$ cat config.mk
export PLATFORM = sky130hd
export DESIGN_NAME = wbram_dbuf_scheduler
export DESIGN_NICKNAME = d
export VERILOG_FILES = /design/src/rtl/wbram_dbuf_scheduler.sv
export SDC_FILE = /design/constraint.sdc
export NUM_CORES = 1
export LEC_CHECK = 0
export ABC_CLOCK_PERIOD_IN_PS = 2500
export CORE_MARGIN = 5
export CORE_UTILIZATION = 52
export CTS_BUF_LIST = sky130_fd_sc_hd__clkbuf_4 sky130_fd_sc_hd__clkbuf_8
export CTS_CLUSTER_DIAMETER = 80
export CTS_CLUSTER_SIZE = 20
export DETAILED_ROUTE_END_ITERATION = 8
export GPL_TIMING_DRIVEN = 1
export PLACE_DENSITY = 0.89
export SYNTH_ARGS = -nofsm -noshare
export SYNTH_HDL_FRONTEND = slang
export SYNTH_SLANG_ARGS = --single-unit
$ cat constraint.sdc
create_clock -name clk -period 2.5 [get_ports clk]
set_clock_uncertainty 0.2 [all_clocks]
set_input_delay 0.25 -clock clk [delete_from_list [all_inputs] [get_ports clk]]
set_output_delay 0.25 -clock clk [all_outputs]
set_load 0.02 [all_outputs]
$ cat src/rtl/wbram_dbuf_scheduler.sv
// Double-buffer slot scheduler for the weight BRAM: grants slots to the writer,
// publishes the write pointer to the read chain and sequences an N-layer job.
module wbram_dbuf_scheduler #(
  parameter int unsigned MAX_NUM_LAYERS = 4,
  parameter int unsigned LW             = $clog2(MAX_NUM_LAYERS) + 1
) (
  input  logic          clk,
  input  logic          rst_n,
  input  logic [LW-1:0] cfg_num_layers,
  input  logic          cfg_valid,
  output logic          cfg_ready,
  output logic          wr_grant_valid,
  input  logic          wr_grant_ready,
  output logic          wr_grant_slot,
  output logic [LW-1:0] wr_grant_layer,
  input  logic          wr_done,
  output logic [1:0]    wr_pointer_data,
  output logic          wr_pointer_valid,
  input  logic          wr_pointer_ready,
  input  logic          rd_release,
  output logic          full,
  output logic          empty,
  output logic          busy,
  output logic          done,
  output logic          err
);

  typedef enum logic [1:0] {IDLE, RUN, FINISH} state_e;

  state_e        state_q, state_d;
  logic [1:0]    wr_ptr_q, wr_ptr_d, rd_ptr_q, rd_ptr_d;
  logic [LW-1:0] n_layers_q, n_layers_d, granted_q, granted_d;
  logic [LW-1:0] loaded_q, loaded_d, released_q, released_d;
  logic          grant_out_q, grant_out_d;
  logic          gvalid_q, gvalid_d, gslot_q, gslot_d;
  logic [LW-1:0] glayer_q, glayer_d;
  logic [1:0]    pdata_q, pdata_d;
  logic          pvalid_q, pvalid_d;
  logic          err_q, err_d, done_q;

  logic          in_run, wr_done_ok, rel_ok, offer;
  logic [LW-1:0] released_inc;

  assign empty = (wr_ptr_q == rd_ptr_q);
  assign full  = (wr_ptr_q[0] == rd_ptr_q[0]) && (wr_ptr_q[1] != rd_ptr_q[1]);

  assign in_run       = (state_q == RUN);
  assign wr_done_ok   = wr_done && grant_out_q && in_run;
  assign rel_ok       = rd_release && !empty && in_run;
  assign offer        = in_run && !full && !grant_out_q && !gvalid_q && (granted_q < n_layers_q);
  // Includes the current-cycle release so the last release finishes the job immediately.
  assign released_inc = released_q + (rel_ok ? LW'(1) : '0);

  always_ff @(posedge clk) begin
    if (!rst_n) begin
      state_q <= IDLE;
      done_q  <= 1'b0;
    end else begin
      state_q <= state_d;
      done_q  <= (state_d == FINISH);
    end
  end

  always_comb begin
    state_d = state_q;
    case (state_q)
      IDLE:    if (cfg_valid) state_d = (cfg_num_layers != '0) ? RUN : FINISH;
      RUN:     if (released_inc == n_layers_q) state_d = FINISH;
      FINISH:  state_d = IDLE;
      default: state_d = IDLE;
    endcase
  end

  always_comb begin
    cfg_ready = (state_q == IDLE);
    busy      = (state_q != IDLE);
  end

  always_comb begin
    wr_ptr_d    = wr_ptr_q;
    rd_ptr_d    = rd_ptr_q;
    n_layers_d  = n_layers_q;
    granted_d   = granted_q;
    loaded_d    = loaded_q;
    released_d  = released_inc;
    grant_out_d = grant_out_q;
    gvalid_d    = gvalid_q;
    gslot_d     = gslot_q;
    glayer_d    = glayer_q;
    pdata_d     = pdata_q;
    pvalid_d    = pvalid_q;
    err_d       = err_q;

    if (pvalid_q && wr_pointer_ready) pvalid_d = 1'b0;

    if ((state_q == IDLE) && cfg_valid) begin
      n_layers_d  = cfg_num_layers;
      granted_d   = '0;
      loaded_d    = '0;
      released_d  = '0;
      wr_ptr_d    = '0;
      rd_ptr_d    = '0;
      grant_out_d = 1'b0;
      gvalid_d    = 1'b0;
    end

    if (gvalid_q && wr_grant_ready) begin
      gvalid_d    = 1'b0;
      granted_d   = granted_q + LW'(1);
      grant_out_d = 1'b1;
    end else if (offer) begin
      gvalid_d = 1'b1;
      gslot_d  = wr_ptr_q[0];
      glayer_d = granted_q;
    end

    // A new pointer overrides any pending one; a same-cycle ready retires only the old value.
    if (wr_done_ok) begin
      wr_ptr_d    = wr_ptr_q + 2'd1;
      loaded_d    = loaded_q + LW'(1);
      grant_out_d = 1'b0;
      pdata_d     = wr_ptr_q + 2'd1;
      pvalid_d    = 1'b1;
    end

    if (rel_ok) rd_ptr_d = rd_ptr_q + 2'd1;

    if ((wr_done && !wr_done_ok) || (rd_release && !rel_ok)) err_d = 1'b1;
  end

  always_ff @(posedge clk) begin
    if (!rst_n) begin
      wr_ptr_q    <= '0;
      rd_ptr_q    <= '0;
      n_layers_q  <= '0;
      granted_q   <= '0;
      loaded_q    <= '0;
      released_q  <= '0;
      grant_out_q <= 1'b0;
      gvalid_q    <= 1'b0;
      gslot_q     <= 1'b0;
      glayer_q    <= '0;
      pdata_q     <= '0;
      pvalid_q    <= 1'b0;
      err_q       <= 1'b0;
    end else begin
      wr_ptr_q    <= wr_ptr_d;
      rd_ptr_q    <= rd_ptr_d;
      n_layers_q  <= n_layers_d;
      granted_q   <= granted_d;
      loaded_q    <= loaded_d;
      released_q  <= released_d;
      grant_out_q <= grant_out_d;
      gvalid_q    <= gvalid_d;
      gslot_q     <= gslot_d;
      glayer_q    <= glayer_d;
      pdata_q     <= pdata_d;
      pvalid_q    <= pvalid_d;
      err_q       <= err_d;
    end
  end

  assign wr_grant_valid   = gvalid_q;
  assign wr_grant_slot    = gslot_q;
  assign wr_grant_layer   = glayer_q;
  assign wr_pointer_data  = pdata_q;
  assign wr_pointer_valid = pvalid_q;
  assign done             = done_q;
  assign err              = err_q;

endmodule

==> summary.txt <==
Global route
  • First-pass GRT wire length: ~4.6 mm
  • Total track usage: between 10% and 20%
  • Largest net degree at the start of global routing: 17
  • Initial antenna violation count: 0
  • Global route overflow: 0
  • Vias in the first global route: between 1k and 1.5k

Pwr
  • P_int: about 0.00053 W
  • Clock share of power: ~24%
  • Switching share of power: about a quarter
  • Net Switching: ~0.00018 W
  • Register share of total power: 60.9%
  • Gate power share: roughly 15%
  • PD cells: 482 mW/mm^2
  • Lkg Pwr: approximately 0.56 nW
  • Peak VDD IR: roughly 0.37 mV

Synthesis
  • Synthesis-stage register bit count: 26
  • Mapped Area: around 0.0012 sq mm
  • XOR/XNOR Fraction of Synth Area: under 10%
  • Simple-Gate Fraction of Synth Area: between 20% and 30%
  • Avg Inst Size Synth: about 9 sq um
  • Ys Warns: 0
  • Post-synth EDFFs: 0
  • Async SR Flop Fraction: 0%
  • Post-synthesis mux area share: around 4.3%
  • Synth area leaders: dfxtp_1 44%, nand2_1 6.3%, a21oi_1 5.9%
  • Gate Count Post-Synth: about 130
  • Synth top area share: a little over two fifths
  • Largest family of logic cells by synthesized area: simple AND/OR/NAND/NOR gates
  • Syn nets: 148
  • Compound-Gate Fraction of Synth Area: roughly 14%
  • Synth Area in Adders: ~5.3%
  • Post-synthesis cell type count: 33
  • Cell accounting for the most synthesized area: dfxtp_1
  • Post-synthesis sequential area ratio: about 44%
  • Prevailing post-synth register cell: dfxtp_1

Cells and area
  • Filler cells: roughly 170
  • N_diodes: 0
  • Most common cell after layout, fill and taps aside: dfxtp_1
  • Fin nets: between 150 and 200
  • Commonest cells after routing, fill and taps aside: 24 x dfxtp_1, 23 x clkdlybuf4s50_1, 20 x nand2_1, 14 x a21oi_1, 11 x nor2_1
  • Share of layout cells above drive strength 1: under 10%
  • Synth-to-layout area growth: 23.8%

Floorplan
  • Io pins: 24
  • Die width: 57.8 um
  • # rows: 17
  • Placeable Area: between 0.002 and 0.0025 sq mm
  • Die area: roughly 0.0033 sq mm
  • Initial core utilization: 54.3%
  • Die Span Y: roughly 58 um

Timing
  • Setup-failing EPs final: 0
  • Setup TNS: 0 ns
  • PnR worst setup slack: between 0.15 and 0.2 ns
  • RSZ-0062 raised after global routing: no
  • Max Transition Viols Final: 0
  • Slew headroom: roughly two thirds
  • Slew @ Worst Pin: around 0.52 ns
  • FMAX: about 430 MHz
  • Min Tclk post-route: between 2 and 2.5 ns
  • Fin. Hold Viols: 0
  • Final Cycle Share: a little over 90%

Worst hold path
  • Hold Path Class: flop to flop
  • Hold path endpoint: n_layers_q[2]$_SDFFE_PN0P_
  • Hold Crit Depth: 2
  • Hold Path Origin: n_layers_q[2]$_SDFFE_PN0P_

Clocking
  • Root Buffer: clkbuf_4
  • CTS buffer count: 3
  • CTS clk-pin slew, worst paths: 0.13 ns
  • Setup repair bufs after CTS: 0
  • # H-tree levels: 1
  • CTS tree: done
  • Clk sinks: 26
  • Clk_lat worst skew: between 0.3 and 0.4 ns
  • Clock Path Buffers: 2

Detailed routing
  • Vias: approximately 1.0k
  • DRC viols: 0
  • Mean number of vias per cell: ~5.6
  • Detailed Route WL: 2.63 mm
  • Initial DRC count: 26
  • Antenna-violating nets left: 0
  • DR pass1 iterations: 4
  • Wire length per cell: about 14 um

Placement
  • Post-DP HPWL: between 2 and 2.5 mm
  • Pre-CTS setup slack: 0.170 ns
  • Port Buffers: 23
  • Routability Congestion: roughly 0.8

Critical path
  • R2R Path Start: wr_ptr_q[0]$_SDFFE_PN0P_
  • Worst EP arrival: 1.89 ns
  • FF-to-FF End: done$_SDFF_PN0_
  • Worst endpoint required time: roughly 2 ns
  • Crit-path max FO: 4
  • Kind of critical path: flop to output port
  • Reg2reg path depth: 8
  • Nature of the critical path startpoint: flop
  • R2R setup slack: around 0.20 ns
  • Crit. End Element: output port

Status
  • Status: finished, final reports clean

Flow run
  • MaxCap Viol Count: 0
-- power by group through the flow --
stage          Sequential [W]  Clock (W)  Combinational [W]
4_1_cts              0.000432   0.000175           0.000106
3_5_place_dp         0.000442          0           0.000105
2_1_floorplan        0.000443          0          0.0000583
5_1_grt              0.000434   0.000195           0.000115
3_3_place_gp         0.000441          0           0.000100
6_report             0.000432   0.000172           0.000105
-- through the flow --
step | util [%] | hold WS [ns] | instances | power (W) | cell area (sq um)
after global routing | 67.2 | 0.296 | 184 | 0.000744 | 1470
after floorplan | - | 0.186 | 133 | 0.000501 | 1190
after CTS | 67.0 | 0.272 | 184 | 0.000713 | 1470
final | 67.2 | 0.270 | 184 | 0.000709 | 1470
after global placement | 66.0 | 0.243 | 181 | 0.000542 | 1450
after detailed placement | 66.0 | 0.254 | 181 | 0.000546 | 1450
-- Yosys cell counts, drive strengths merged (2+ instances only) --
cell and count:
a21oi 14, and2 2, nand2 20, o21ai 2, ha 5, nand3b 3, xor2 4, dfxtp 26
mux2i 4, or3b 2, and3 2, nor2b 2, nor2 11, nor3 4, clkbuf 4, inv 4
nand3 4, nand2b 3, o21a 4, xnor2 3
-- routing by layer --
layer | routed length (um) | track usage (%)
met5 | 0 | 0
met1 | 1010 | 20.3
met2 | 1410 | 32.1
met3 | 156 | 2.67
met4 | 53 | 6.62
-- layout make-up --
| type | count | area, sq um | share of cell area, % |
|---|---|---|---|
| multi-input combinational | 99 | 638 | 43.4 |
| sequential | 26 | 523 | 35.5 |
| timing repair buffer | 24 | 238 | 16.2 |
| tap | 28 | 35.0 | 2.38 |
| clock buffer | 3 | 22.5 | 1.53 |
| inverter | 4 | 15.0 | 1.02 |
-- logic make-up (layout without fill, tap and decap cells) --
kind of cell               Yosys count  in the layout
muxes                                5              5
xor gates and xnor gates             7              7
and+or+nand+nor                     57             57
buffers and inverters                8             31
adders and majority gates            5              5
DFF                                 26             26
AOI/OAI and AO/OA                   25             25
-- state kept, by name (all words and copies together), names as in the netlist --
register,flops
wr_grant_slot,1
wr_pointer_valid,1
wr_grant_layer,3
wr_pointer_data,2
grant_out_q,1
wr_ptr_q,2
state_q,2
err,1
released_q,3
wr_grant_valid,1
done,1
n_layers_q,3
granted_q,3
rd_ptr_q,2
-- critical path: stages, from the launching register on --
cell and delay, ns:
dfxtp_1 0.42, xor2_1 0.23, nor2b_2 0.28, clkdlybuf4s50_1 0.64
-- how the worst max path moves through the flow --
stage                                   from                     to  slack (ns)  cells past startpoint
floorplan           wr_ptr_q[0]$_SDFFE_PN0P_  state_q[0]$_SDFF_PN0_        0.37                      8
global placement    wr_ptr_q[0]$_SDFFE_PN0P_        done$_SDFF_PN0_        0.31                      8
detailed placement  wr_ptr_q[0]$_SDFFE_PN0P_        done$_SDFF_PN0_        0.17                      8
CTS                 wr_ptr_q[1]$_SDFFE_PN0P_                   full        0.14                      3
global route        wr_ptr_q[0]$_SDFFE_PN0P_        done$_SDFF_PN0_        0.01                      8
finish              wr_ptr_q[1]$_SDFFE_PN0P_                   full        0.16                      3
-- repair_timing --
item	CTS	global route
resized for setup	0	2
hold buffers	0	0
setup endpoints to repair	0	2
(Power assumes the default switching activity.)
